==> config.mk <==
export PLATFORM = sky130hd
export DESIGN_NAME = vram_arbiter
export DESIGN_NICKNAME = d
export VERILOG_FILES = /design/src/rtl/vram_arb_pkg.sv /design/src/rtl/vram_tag_fifo.sv /design/src/rtl/vram_arbiter.sv
export SDC_FILE = /design/constraint.sdc
export NUM_CORES = 1
export LEC_CHECK = 0
export CORE_MARGIN = 5
export CORE_UTILIZATION = 40
export CTS_BUF_LIST = sky130_fd_sc_hd__clkbuf_4 sky130_fd_sc_hd__clkbuf_8
export DETAILED_ROUTE_END_ITERATION = 16
export PLACE_DENSITY = 0.88
export SLEW_MARGIN = 0
export SYNTH_ARGS = -nofsm -noshare
export SYNTH_HDL_FRONTEND = slang
export SYNTH_SLANG_ARGS = --single-unit
==> constraint.sdc <==
create_clock -name clk -period 4.2 [get_ports clk]
set_input_delay 0.84 -clock clk [delete_from_list [all_inputs] [get_ports clk]]
set_output_delay 0.84 -clock clk [all_outputs]
set_load 0.01 [all_outputs]
==> src/rtl/vram_arb_pkg.sv <==
// Shared types for the video-memory arbiter: requester tags and FSM states.
package vram_arb_pkg;

    // Identifies which requester issued a memory access.
    typedef enum logic {
        TAG_VID  = 1'b0,
        TAG_HOST = 1'b1
    } tag_t;

    // Arbiter FSM: IDLE picks a winner, ISSUE holds mem_req until mem_ack.
    typedef enum logic {
        IDLE  = 1'b0,
        ISSUE = 1'b1
    } state_t;

endpackage : vram_arb_pkg

==> src/rtl/vram_tag_fifo.sv <==
// In-order tag FIFO recording which requester owns each outstanding read.
// Ports:
//   clk, rst_n   clock, asynchronous active-low reset
//   push         write push_tag (accepted when not full, or when popping too)
//   push_tag     tag to store
//   pop          remove the head entry (ignored when empty)
//   head_tag_c   current head entry, combinational view of storage
//   full, empty  registered occupancy flags
module vram_tag_fifo
    import vram_arb_pkg::*;
#(
    parameter int unsigned DEPTH = 4
) (
    input  logic clk,
    input  logic rst_n,
    input  logic push,
    input  tag_t push_tag,
    input  logic pop,
    output tag_t head_tag_c,
    output logic full,
    output logic empty
);

    localparam int unsigned PTR_W = (DEPTH > 1) ? $clog2(DEPTH) : 1;
    localparam int unsigned CNT_W = $clog2(DEPTH + 1);

    logic [PTR_W-1:0] wr_ptr;
    logic [PTR_W-1:0] rd_ptr;
    logic [CNT_W-1:0] count;
    logic [CNT_W-1:0] count_d;
    tag_t             mem [DEPTH];
    logic             do_push;
    logic             do_pop;

    // A pop frees a slot in the same cycle, so push-while-full is legal alongside a pop.
    assign do_pop  = pop & ~empty;
    assign do_push = push & (~full | do_pop);

    assign head_tag_c = mem[rd_ptr];

    // Next occupancy; a simultaneous push and pop leaves it unchanged.
    always_comb begin : count_next
        count_d = count;
        if (do_push && !do_pop) begin
            count_d = count + CNT_W'(1);
        end else if (do_pop && !do_push) begin
            count_d = count - CNT_W'(1);
        end
    end

    // Storage, pointers and flags.
    always_ff @(posedge clk or negedge rst_n) begin : fifo_regs
        if (!rst_n) begin
            wr_ptr <= '0;
            rd_ptr <= '0;
            count  <= '0;
            full   <= 1'b0;
            empty  <= 1'b1;
            for (int i = 0; i < int'(DEPTH); i++) begin
                mem[i] <= TAG_VID;
            end
        end else begin
            if (do_push) begin
                mem[wr_ptr] <= push_tag;
                wr_ptr      <= wr_ptr + PTR_W'(1);
            end
            if (do_pop) begin
                rd_ptr <= rd_ptr + PTR_W'(1);
            end
            count <= count_d;
            full  <= (count_d == CNT_W'(DEPTH));
            empty <= (count_d == '0);
        end
    end

endmodule : vram_tag_fifo

==> src/rtl/vram_arbiter.sv <==
// Single-port video-memory arbiter: video scan-out fetch has priority, the
// JTAG host bridge is guaranteed service by a starvation counter. Reads are
// returned in order and routed back to their requester via a tag FIFO.
// Ports:
//   clk, reset_in                         clock, asynchronous active-low reset
//   vid_req/vid_addr                      video read request (held until vid_ack)
//   vid_ack, vid_rvalid, vid_rdata        video accept pulse and read return
//   host_req/host_we/host_addr/host_wdata host request (held until host_ack)
//   host_ack, host_rvalid, host_rdata     host accept pulse and read return
//   mem_req/mem_we/mem_addr/mem_wdata     memory request, held until mem_ack
//   mem_ack, mem_rvalid, mem_rdata        memory accept and in-order read return
//   err_unexpected                        sticky: read data with nothing outstanding
module vram_arbiter
    import vram_arb_pkg::*;
#(
    parameter int unsigned ADDR_WIDTH      = 22,
    parameter int unsigned DATA_WIDTH      = 16,
    parameter int unsigned STARVE_LIMIT    = 4,
    parameter int unsigned MAX_OUTSTANDING = 4
) (
    input  logic                  clk,
    input  logic                  reset_in,
    input  logic                  vid_req,
    input  logic [ADDR_WIDTH-1:0] vid_addr,
    output logic                  vid_ack,
    output logic                  vid_rvalid,
    output logic [DATA_WIDTH-1:0] vid_rdata,
    input  logic                  host_req,
    input  logic                  host_we,
    input  logic [ADDR_WIDTH-1:0] host_addr,
    input  logic [DATA_WIDTH-1:0] host_wdata,
    output logic                  host_ack,
    output logic                  host_rvalid,
    output logic [DATA_WIDTH-1:0] host_rdata,
    output logic                  mem_req,
    output logic                  mem_we,
    output logic [ADDR_WIDTH-1:0] mem_addr,
    output logic [DATA_WIDTH-1:0] mem_wdata,
    input  logic                  mem_ack,
    input  logic                  mem_rvalid,
    input  logic [DATA_WIDTH-1:0] mem_rdata,
    output logic                  err_unexpected
);

    localparam int unsigned         STARVE_W   = $clog2(STARVE_LIMIT + 1);
    localparam logic [STARVE_W-1:0] STARVE_MAX = STARVE_W'(STARVE_LIMIT);

    state_t                state_q;
    state_t                state_d;
    tag_t                  grant_q;
    tag_t                  grant_d;
    logic                  we_q;
    logic                  we_d;
    logic [ADDR_WIDTH-1:0] addr_q;
    logic [ADDR_WIDTH-1:0] addr_d;
    logic [DATA_WIDTH-1:0] wdata_q;
    logic [DATA_WIDTH-1:0] wdata_d;
    logic [STARVE_W-1:0]   starve_q;
    logic [STARVE_W-1:0]   starve_d;
    logic                  err_q;
    logic                  err_d;

    logic                  vid_elig;
    logic                  host_elig;
    logic                  host_wins;
    logic                  fifo_push;
    logic                  fifo_pop;
    logic                  fifo_full;
    logic                  fifo_empty;
    tag_t                  fifo_head;

    // Outstanding-read tags, in issue order.
    vram_tag_fifo #(
        .DEPTH(MAX_OUTSTANDING)
    ) u_tag_fifo (
        .clk        (clk),
        .rst_n      (reset_in),
        .push       (fifo_push),
        .push_tag   (grant_q),
        .pop        (fifo_pop),
        .head_tag_c (fifo_head),
        .full       (fifo_full),
        .empty      (fifo_empty)
    );

    // Next-state, arbitration and starvation-counter logic.
    always_comb begin : arb_fsm
        state_d   = state_q;
        grant_d   = grant_q;
        we_d      = we_q;
        addr_d    = addr_q;
        wdata_d   = wdata_q;
        starve_d  = starve_q;
        fifo_push = 1'b0;

        // Reads need a free tag slot; writes never produce a return.
        vid_elig  = vid_req & ~fifo_full;
        host_elig = host_req & (host_we | ~fifo_full);
        host_wins = host_elig & (~vid_elig | (starve_q == STARVE_MAX));

        // The host is only "waiting" while it holds its request.
        if (!host_req) begin
            starve_d = '0;
        end

        case (state_q)
            IDLE: begin
                if (host_wins) begin
                    state_d  = ISSUE;
                    grant_d  = TAG_HOST;
                    we_d     = host_we;
                    addr_d   = host_addr;
                    wdata_d  = host_wdata;
                    starve_d = '0;
                end else if (vid_elig) begin
                    state_d = ISSUE;
                    grant_d = TAG_VID;
                    we_d    = 1'b0;
                    addr_d  = vid_addr;
                    wdata_d = '0;
                    if (host_req && (starve_q != STARVE_MAX)) begin
                        starve_d = starve_q + STARVE_W'(1);
                    end
                end
            end
            ISSUE: begin
                if (mem_ack) begin
                    state_d   = IDLE;
                    fifo_push = ~we_q;
                end
            end
            default: begin
                state_d = IDLE;
            end
        endcase

        err_d = err_q | (mem_rvalid & fifo_empty);
    end

    // State and request registers.
    always_ff @(posedge clk or negedge reset_in) begin : arb_regs
        if (!reset_in) begin
            state_q  <= IDLE;
            grant_q  <= TAG_VID;
            we_q     <= 1'b0;
            addr_q   <= '0;
            wdata_q  <= '0;
            starve_q <= '0;
            err_q    <= 1'b0;
        end else begin
            state_q  <= state_d;
            grant_q  <= grant_d;
            we_q     <= we_d;
            addr_q   <= addr_d;
            wdata_q  <= wdata_d;
            starve_q <= starve_d;
            err_q    <= err_d;
        end
    end

    // Memory side is driven straight from the registers.
    assign mem_req        = (state_q == ISSUE);
    assign mem_we         = we_q;
    assign mem_addr       = addr_q;
    assign mem_wdata      = wdata_q;
    assign err_unexpected = err_q;

    // Accept pulses follow mem_ack in the same cycle.
    assign vid_ack  = mem_req & mem_ack & (grant_q == TAG_VID);
    assign host_ack = mem_req & mem_ack & (grant_q == TAG_HOST);

    // Read return: route by FIFO head; data is zero when not valid so idle outputs stay 0.
    assign fifo_pop    = mem_rvalid & ~fifo_empty;
    assign vid_rvalid  = fifo_pop & (fifo_head == TAG_VID);
    assign host_rvalid = fifo_pop & (fifo_head == TAG_HOST);
    assign vid_rdata   = vid_rvalid  ? mem_rdata : '0;
    assign host_rdata  = host_rvalid ? mem_rdata : '0;

endmodule : vram_arbiter

* Word level (Yosys, flattened, before mapping)
Index checks and enable logic that the tools add are counted.
** Storage, ports and cells
- Bits of input ports :: 83
- Logic and storage cells :: 89
- Output and inout bits :: 77
- Flip-flop bits (word level) :: 58
** Operators by class
- Bitwise gates (word level) :: 25
- $lt $le $gt $ge :: 3
- Reduce and logical (&&, ||, !) cells :: 9
- Add/subtract/negate cells :: 5
- Mux-type cells :: 28
- Eq/ne operators :: 3
** Operator list (number)
- 2-to-1 mux 16 bit :: 4
- 2-to-1 mux 22 bit :: 2
- 2-to-1 mux 3 bit :: 7
- bitwise AND 1 bit :: 12
- 2-to-1 mux 1 bit :: 11
- NOT 1 bit :: 7
- adder 3 x 1 -> 3 bit, second input constant :: 2
- equality test 3 bit, second input constant :: 2
- greater-or-equal comparator 3 bit, second input constant :: 2
- NOT 2 -> 3 bit :: 2
- adder 2 x 1 -> 2 bit, second input constant :: 2
- bitwise mux 4 bit :: 1
- logical AND 1 bit :: 4
- OR 1 bit :: 4
- logical NOT 3 bit :: 1
- < comparator 3 x 1 -> 1 bit, second input constant :: 1
- inequality test 3 bit, second input constant :: 1
- subtractor 3 x 1 -> 3 bit, second input constant :: 1
- binary-select mux 1 bit (select 2 bit) :: 1
- demux 1 bit (select 2 bit) :: 1
- logical NOT 1 bit :: 2
- case mux 1 bit (2 select lines) :: 1
- AND reduction 2 bit :: 1
- nonzero test 2 bit :: 1

* Longest topological paths before layout
- Depth after elaboration :: 10
- Gate-level depth with buffers :: 7
- Gate-level depth less buffers :: 6

* Cells and area by module
From an unflattened synthesis, not the netlist that was laid out.
** Second synthesis, totals
- Cells, all modules :: 259
- Area, all modules :: 2911.5 um^2
** Modules (own cells, without submodules)
- vram_arbiter :: seq. area each 1126.1 um^2, cells each 204, instances 1, area an instance 2204.6 um^2
- vram_tag_fifo :: seq. area each 326.6 um^2, cells each 55, instances 1, area an instance 706.9 um^2

* Worst setup path before layout
Ideal clock, no wire load.
- Kind :: in2out
- Start point :: input port mem_rvalid
- End point :: output port host_rdata[10]
- Slack :: 1.577 ns
- Path buffers :: 2
- Cell stages on the path :: 4
- Arrival time :: 1.783 ns
- Data required time :: 3.360 ns
- Path through :: nor2b_1 clkbuf_1 clkbuf_1 and3_1
** On the way
- Cells in the longest elaborated chain, start to end :: 3
** RTL lines
- start: declaration :: RTL line vram_arbiter.sv:40 : input logic mem_rvalid,
- bitwise AND 1 bit :: RTL line vram_arbiter.sv:173 : assign fifo_pop = mem_rvalid & ~fifo_empty;
- bitwise AND 1 bit :: RTL line vram_arbiter.sv:175 : assign host_rvalid = fifo_pop & (fifo_head == TAG_HOST);
- 2-to-1 mux 16 bit :: RTL line vram_arbiter.sv:177 : assign host_rdata = host_rvalid ? mem_rdata : '0;
- end: declaration :: RTL line vram_arbiter.sv:34 : output logic [DATA_WIDTH-1:0] host_rdata,
Every way passes these cells.

* Final worst setup path
- Start point :: input port mem_rvalid
- End point :: output port vid_rdata[13]
** On the way
- Cells in the longest elaborated chain, start to end :: 3
** RTL lines
- bitwise AND 1 bit :: RTL line vram_arbiter.sv:173
- bitwise AND 1 bit :: RTL line vram_arbiter.sv:174 : assign vid_rvalid = fifo_pop & (fifo_head == TAG_VID);
- 2-to-1 mux 16 bit :: RTL line vram_arbiter.sv:176 : assign vid_rdata = vid_rvalid ? mem_rdata : '0;
- end: declaration :: RTL line vram_arbiter.sv:27 : output logic [DATA_WIDTH-1:0] vid_rdata,
Every way passes these cells.

==> impl_metrics.tcl <==
set metrics [dict create \
    run_status "finished, final reports clean" \
    postSynth.asyncResetShare_pct 100 \
    dieArea_mm2 0.00919 \
    top_signal_layer_used "met4" \
    clock_tree.root_cell "clkbuf_8" \
    starting_utilization_of_the_core_area_pct 40.9 \
    global_route.usage.total_pct 17.4 \
    worst-path-max-fanout 17 \
    period_minus_slack_ns 3.61 \
    leading_cell_type_in_the_layout_fill_and_taps_excluded "clkdlybuf4s50_1" \
    synth_top_cell_by_area "dfrtp_1" \
    cts-buffers-inserted 9 \
    r2r_start "u_tag_fifo.full" \
    die_width_um 95.8 \
    design.portCount 160 \
    cts_resized 0 \
    detail-route-antenna-nets 0 \
    synth-seq-cells 58 \
    finalMaxSlewViolations 0 \
    netlist-cell-type-count 39 \
    maximum_clock_skew_at_final_layout_ns 0.0140 \
    timing.critical_path.mode_cell "clkdlybuf4s50_1" \
    route.detailed.drc 0 \
    r2r_slack_ns 1.90 \
    max-slew-margin-rel_pct 45.0 \
    antenna_violations_before_repair 0 \
    clkSlewWorstSetupHoldPaths_ns 0.07 \
    clk_path_buf_depth 2 \
    place.port_buffers 159 \
    insertedDiodeCount 0 \
    final_layout_size_suffix_gt1_share_pct 17.8 \
    design.core.area_mm2 0.00721 \
    worst_pin_slew_ns 0.821 \
    rsz0062_at_grt "no" \
    final-hold-violation-count 0 \
    fmax_ghz 0.277 \
    synth.yosys.seq_area_share_pct 49.3 \
    floorplan.die.height_um 95.8 \
    kind_of_critical_path "in -> out" \
    power_leakage_nw 2.08 \
    cts_hold_buf 0 \
    final_cell_mix "clkdlybuf4s50_1 (158), dfrtp_1 (57), mux2_2 (45)" \
    dp_cells 492 \
    ys_warn_count 0 \
    initialDrtViolationCount 47 \
    cts_tree "yes" \
    r2r_endpoint "mem_addr[18]" \
    detailroute.wirelength.met2_mm 4.14 \
    num-nets-final 495 \
    cpPeakStageDelay_ns 0.55 \
    syn-num-nets 334 \
    timing.critical_path.required_ns 3.36 \
    h_tree_level_count 3 \
    insertion_delay_ns 0.34 \
    synth-edff-count 0 \
    routed_wl_mm 7.98 \
    avgViaCountPerCell 4.94 \
    post-cts-setup-buffer-count 0 \
    max_cap_violations 0 \
    grt_max_degree 37 \
    stdcell_count 508 \
    count_of_mapped_cells_out_of_synthesis 243 \
    netlist_area_pre_place_mm2 0.00295 \
    route.vias.total 2511 \
    placed_wire_length_estimate_after_detailed_placement_mm 6.29 \
    worst-endpoint-arrival_ns 2.77 \
    post_drt_wl_per_cell_um 15.7 \
    cp-start-kind "primary input" \
    vias_in_the_first_global_route 2734 \
    timing.final.crit_share_pct 86.0 \
    firstDrtPassIters 4 \
    route.met3.wl_um 865 \
    synth_area_per_cell_um2 12.1 \
    min-delay-path-class "in -> async" \
    crit_slowest_cell "clkdlybuf4s50_1" \
    placementRows 31 \
    dominantRegCellSynth "dfrtp_1" \
    clock_sinks 58 \
    area_contributors_post_synth "dfrtp_1 (48%), mux2_2 (17%), a22o_1 (5.1%)" \
    reg2reg_depth 4 \
    setup-violations-final 0 \
    end_kind "output pin" \
    global_route_wire_length_before_repair_mm 12.4 \
    peakVddDrop_mv 0.336 \
    crit_chain "clkdlybuf4s50_1 -> or2b_1 -> nor2_2 -> and2_1 -> clkdlybuf4s50_1" \
    finalWeightedCongestion 0.781 \
    num-fill-cells 544 \
    power_density_mw_per_mm2 624 \
    globalRouteOverflowTotal 0 \
    final.setup.tns_ns 0 \
    area.growth.synth_to_final_pct 63.8 \
    top_cell_type_s_share_of_synthesized_area_pct 48.4 \
    detail_route.wirelength.met1_mm 2.84 \
]
[sequential cells by signal (all words and copies together) (netlist names)]
signal and flops:
u_tag_fifo.rd_ptr 2, err_unexpected 1, u_tag_fifo.wr_ptr 2, mem_req 1, mem_wdata 16, grant_q 1
mem_addr 22, u_tag_fifo.count 3, u_tag_fifo.mem 4, u_tag_fifo.full 1, starve_q 3, u_tag_fifo.empty 1
mem_we 1
[worst max-delay path by stage]
| stage | start | endpoint | cells after the start |
|---|---|---|---|
| after floorplan | mem_rvalid | host_rdata[10] | 4 |
| after global placement | mem_rvalid | vid_rdata[10] | 5 |
| after detailed placement | mem_rvalid | vid_rdata[11] | 5 |
| after CTS | mem_rvalid | vid_rdata[11] | 5 |
| after global routing | mem_rvalid | vid_rdata[12] | 5 |
| final | mem_rvalid | vid_rdata[13] | 5 |
[routing by layer]
| metal | global-route usage [%] | vias up |
|---|---|---|
| met1 | 18.0 | 1192 |
| met2 | 32.3 | 118 |
| li1 | - | 1185 |
| met5 | 0 | - |
| met4 | 6.52 | 0 |
| met3 | 6.02 | 16 |
[Yosys cell counts (5+ instances only)]
cell and n:
a22o_1 17, and2_1 19, and3_1 19, buf_2 5, dfrtp_1 57, ha_1 8
inv_1 7, mux2_2 45, nand2_1 8, nor2_1 8, o21ai_0 5, xnor2_1 5
[worst max-delay path: cells and delay by family]
kind | cells | cell delay [ns]
buffers and inverters | 2 | 1.03
and+or+nand+nor | 3 | 0.90
[cells by family after synthesis]
kind of cell               share of synthesized area, %
buffers and inverters                              3.40
adders and majority gates                          3.40
AOI/OAI and AO/OA                                  9.21
and+or+nand+nor                                    13.8
DFF                                                49.3
xor gates and xnor gates                           1.49
muxes                                              19.4
[power breakdown]
part / switching (mW) / leakage [nW] / internal, mW
clock network: 0.233 / 0.105 / 0.332
logic: 0.595 / 1.26 / 0.876
registers: 0.171 / 0.714 / 0.808
[metrics by stage]
step                      util (%)  hold WS (ns)  instance area, um2  power [mW]  setup WS (ns)
final                         66.9         0.468                4830        3.01          0.590
after global routing          66.9         0.499                4830        3.22          0.420
after CTS                     66.9         0.474                4830        3.06          0.560
after detailed placement      63.9         0.451                4610        2.48          0.560
after global placement        63.9         0.450                4610        2.42          0.653
after floorplan                  -         0.453                2950        1.71           1.58
[layout make-up]
class / count / area [um2] / share of cell area, %
clock inverters: 7 / 93.8 / 1.94
inverters: 7 / 26.3 / 0.544
well taps: 99 / 124 / 2.57
clock buffers: 9 / 124 / 2.57
repair buffers: 162 / 1610 / 33.3
flip-flops and latches: 58 / 1450 / 30.1
multi-input cells: 166 / 1400 / 29.0
No activity file was read; power rests on OpenSTA's default activity.
==> RTL change 1: new RTL, same settings <==
`addr_q` and `wdata_q` no longer have a reset.
--- a/src/rtl/vram_arbiter.sv
+++ b/src/rtl/vram_arbiter.sv
@@ -145,4 +145,2 @@
             we_q     <= 1'b0;
-            addr_q   <= '0;
-            wdata_q  <= '0;
             starve_q <= '0;
@@ -153,4 +151,2 @@
             we_q     <= we_d;
-            addr_q   <= addr_d;
-            wdata_q  <= wdata_d;
             starve_q <= starve_d;
@@ -158,2 +154,7 @@
         end
+    end
+
+    always_ff @(posedge clk) begin
+        addr_q  <= addr_d;
+        wdata_q <= wdata_d;
     end
Formal check against the unedited RTL: not equivalent (a bounded check fails within 4 cycles, from zero or initial values and one cycle with reset_in low).
==> RTL change 1 against the unedited design <==
- register-to-register slack better by 240 ps
- final area fell by 1.1%
- power fell by 5.3%
- synthesized cell count increased by 9.9%
- area after synthesis shrank 2.8%
- worst setup slack better by 220 ps
- sequential cell count unchanged
- core utilization up 2.6 points
- wire length up 5.1%
- critical endpoint is now vid_rdata[8]
- largest cell class is now registers
- highest routed layer unchanged
==> RTL change 1: results (changes against the unedited design) <==
stage;metric;value;unit;change
power;Peak VDD IR;0.000252;V;-25%
timing;final worst clock skew;5.43;ps;-8.59 ps
route;drt wl/cell;15.8;µm;+0.91%
power;Logic pwr share;0.441;;-0.047
global_routing;vias in the first global route;2531;;-7.4%
synth;compound-cell area share of the yosys netlist;0.0520;;-0.0401
route;initial drt markers;114;;+140%
synth;XOR/XNOR Fraction of Synth Area;0.0122;;-0.00262
route;routed wl met2;4750;µm;+15%
route;DR pass1 iterations;5;;+1
setup_path;R2R setup slack;2140;ps;+240 ps
route;Vias/cell;4.70;;-5.0%
synth;post-synthesis mux area share;0.0236;;-0.171
setup_path;worst path arrival time;2550;ps;-220 ps
global_routing;met2 usage;0.353;;+0.0310
route;wire length on met1;2990;µm;+5.3%
power;P_comb;0.00126;W;-14%
synth;Synth Area in Adders;0.0349;;+0.000994
power;leakage;2.03;nW;-2.6%
setup_path;worst reg2reg path depth;5;;+1
global_routing;met3 GRT Util;0.0502;;-0.0100
synth;sequential share of the synthesized area;0.574;;+0.0808
power;clock power share;0.217;;+0.030
global_routing;grt met1 use;0.209;;+0.0295
cells_and_area;nets;519;;+4.8%
synth;fraction of registers with async set/reset;0.345;;-0.655
synth;Post-synth top cells;nand2_1 (75), edfxtp_1 (38), and2_1 (34);;
synth;EDFF count, synth;38;;+38
hold_path;Hold WC Path Type;register to register;;
setup_path;reg2reg end;mem_wdata[2]$_SDFFCE_PN0P_;;
route;met3 WL;448;µm;-48%
setup_path;Setup crit end;vid_rdata[8];;
outcome;status;finished, final reports clean;;
global_routing;pin count of the biggest net entering global routing;39;;+5.4%
placed_design;HPWL after DPL;6450;µm;+2.6%
setup_path;reg2reg start;starve_q[0]$_DFF_PN0_;;
==> RTL change 1: changes by cell type in the layout (fill, tap and decap cells not counted), sizes merged, moves of 2 or more <==
cell and delta:
edfxtp +38, nand2b +2, inv +2, dfrtp -38, mux2 -44, and2 +16
nand2 +67, buf -2, or2b -2, o211a +2, a22o -16
==> RTL change 1: metrics by stage <==
| step | hold WS (ps) | setup WS (ps) | std cells | cell area [µm²] | utilization |
|---|---|---|---|---|---|
| final | 454 | 814 | 529 | 4770 | 0.695 |
| after global routing | 493 | 737 | 529 | 4770 | 0.695 |
| after CTS | 458 | 813 | 529 | 4770 | 0.695 |
| after detailed placement | 444 | 816 | 513 | 4530 | 0.660 |
| after global placement | 443 | 919 | 513 | 4530 | 0.660 |
| after floorplan | 453 | 1710 | 267 | 2860 | - |
==> RTL change 1: final cells by class <==
type                    count  area [µm²]
multi-input cells         190        1130
well taps                  96         120
inverters                   8        30.0
clock buffers               9         124
clock inverters             7         116
flip-flops and latches     58        1640
repair buffers            161        1610
fillers                   508        2090
==> RTL change 2: new RTL, same flow settings <==
Made on the original files. `DATA_WIDTH`: 16 -> 32.
--- a/src/rtl/vram_arbiter.sv
+++ b/src/rtl/vram_arbiter.sv
@@ -16,3 +16,3 @@
     parameter int unsigned ADDR_WIDTH      = 22,
-    parameter int unsigned DATA_WIDTH      = 16,
+    parameter int unsigned DATA_WIDTH      = 32,
     parameter int unsigned STARVE_LIMIT    = 4,
Interface: changed (5 resized); port bits go from 160 to 240. No check against the original RTL was run, so the function may have changed too.
==> RTL change 2 against the unedited design <==
- clock skew rose by 2.3 ps
- sequential cell count rose by 16
- via count rose by 35%
- sequential power rose by 26%
- power rose by 29%
- worst setup slack got worse by 62 ps
- area after synthesis rose by 26%
- final area rose by 33%
- wire length rose by 48%
- critical path type is now register to output port
==> RTL change 2: results (changes against the unedited design) <==
stage;metric;value;unit;change
setup_path;CP delay by family, top;multiplexers;;
power;Peak VDD IR;0.000302;V;-10%
power;P_clk;0.000578;W;+2%
route;Vias/cell;5.11;;+3.3%
timing;final worst clock skew;16.4;ps;+2.34 ps
route;Routed WL;11800;µm;+48%
placed_design;Post-Place Cells;650;;+32%
hold_path;Hold WC Path Type;register to register;;
power;cell-internal power;0.00255;W;+26%
synth;Yosys cell types;38;;-2.6%
power;leakage;2.80;nW;+35%
synth;compound-cell area share of the yosys netlist;0.109;;+0.0172
setup_path;Setup crit end;vid_rdata[6];;
synth;post-synthesis mux area share;0.154;;-0.0403
global_routing;first-pass GRT wire length;18700;µm;+51%
route;met3 WL;1000;µm;+16%
setup_path;CP max FO;34;;+17
cells_and_area;# fillers;662;;+22%
global_routing;pin count of the biggest net entering global routing;75;;+100%
cells_and_area;nets;673;;+36%
timing;worst slew pin tran;930;ps;+109 ps
route;initial drt markers;130;;+180%
setup_path;worst path arrival time;2830;ps;+60 ps
placed_design;Setup Slack @ Placement;559;ps;-1.28 ps
setup_path;Worst setup startpoint;u_tag_fifo.rd_ptr[0]$_DFFE_PN0P_;;
outcome;status;finished, final reports clean;;
route;wire length on met1;4250;µm;+50%
cells_and_area;FF/Latch Area;0.00185;mm²;+28%
power;Seq pwr share;0.315;;-0.010
global_routing;grt met1 use;0.215;;+0.0350
synth;Post-synth top cells;dfrtp_1 (73), mux2_2 (45), and2_1 (35), and3_1 (35), a22o_1 (33);;
global_routing;met3 GRT Util;0.0619;;+0.00173
setup_path;worst reg2reg path depth;7;;+3
synth;syn_nets;439;;+31%
setup_path;Crit path largest cell delay;770;ps;+220 ps
route;routed wl met2;6250;µm;+51%
[RTL change 2: how the worst min path moves through the flow]
stage                                                start                                to  slack (ps)  cells after the start
after CTS                         err_unexpected$_DFF_PN0_          err_unexpected$_DFF_PN0_         470                      1
after global placement            err_unexpected$_DFF_PN0_          err_unexpected$_DFF_PN0_         440                      1
after detailed placement          err_unexpected$_DFF_PN0_          err_unexpected$_DFF_PN0_         450                      1
final                             err_unexpected$_DFF_PN0_          err_unexpected$_DFF_PN0_         470                      1
after floorplan           u_tag_fifo.rd_ptr[1]$_DFFE_PN0P_  u_tag_fifo.rd_ptr[1]$_DFFE_PN0P_         450                      1
after global routing              err_unexpected$_DFF_PN0_          err_unexpected$_DFF_PN0_         490                      1
[RTL change 2: cell type report]
cell class                 instances  share of cell area
clock buffer                      10              0.0215
clock inverter                     6              0.0113
multi-input combinational        213               0.270
tap                              111              0.0217
timing repair buffer             245               0.382
sequential                        74               0.289
inverter                           7             0.00410
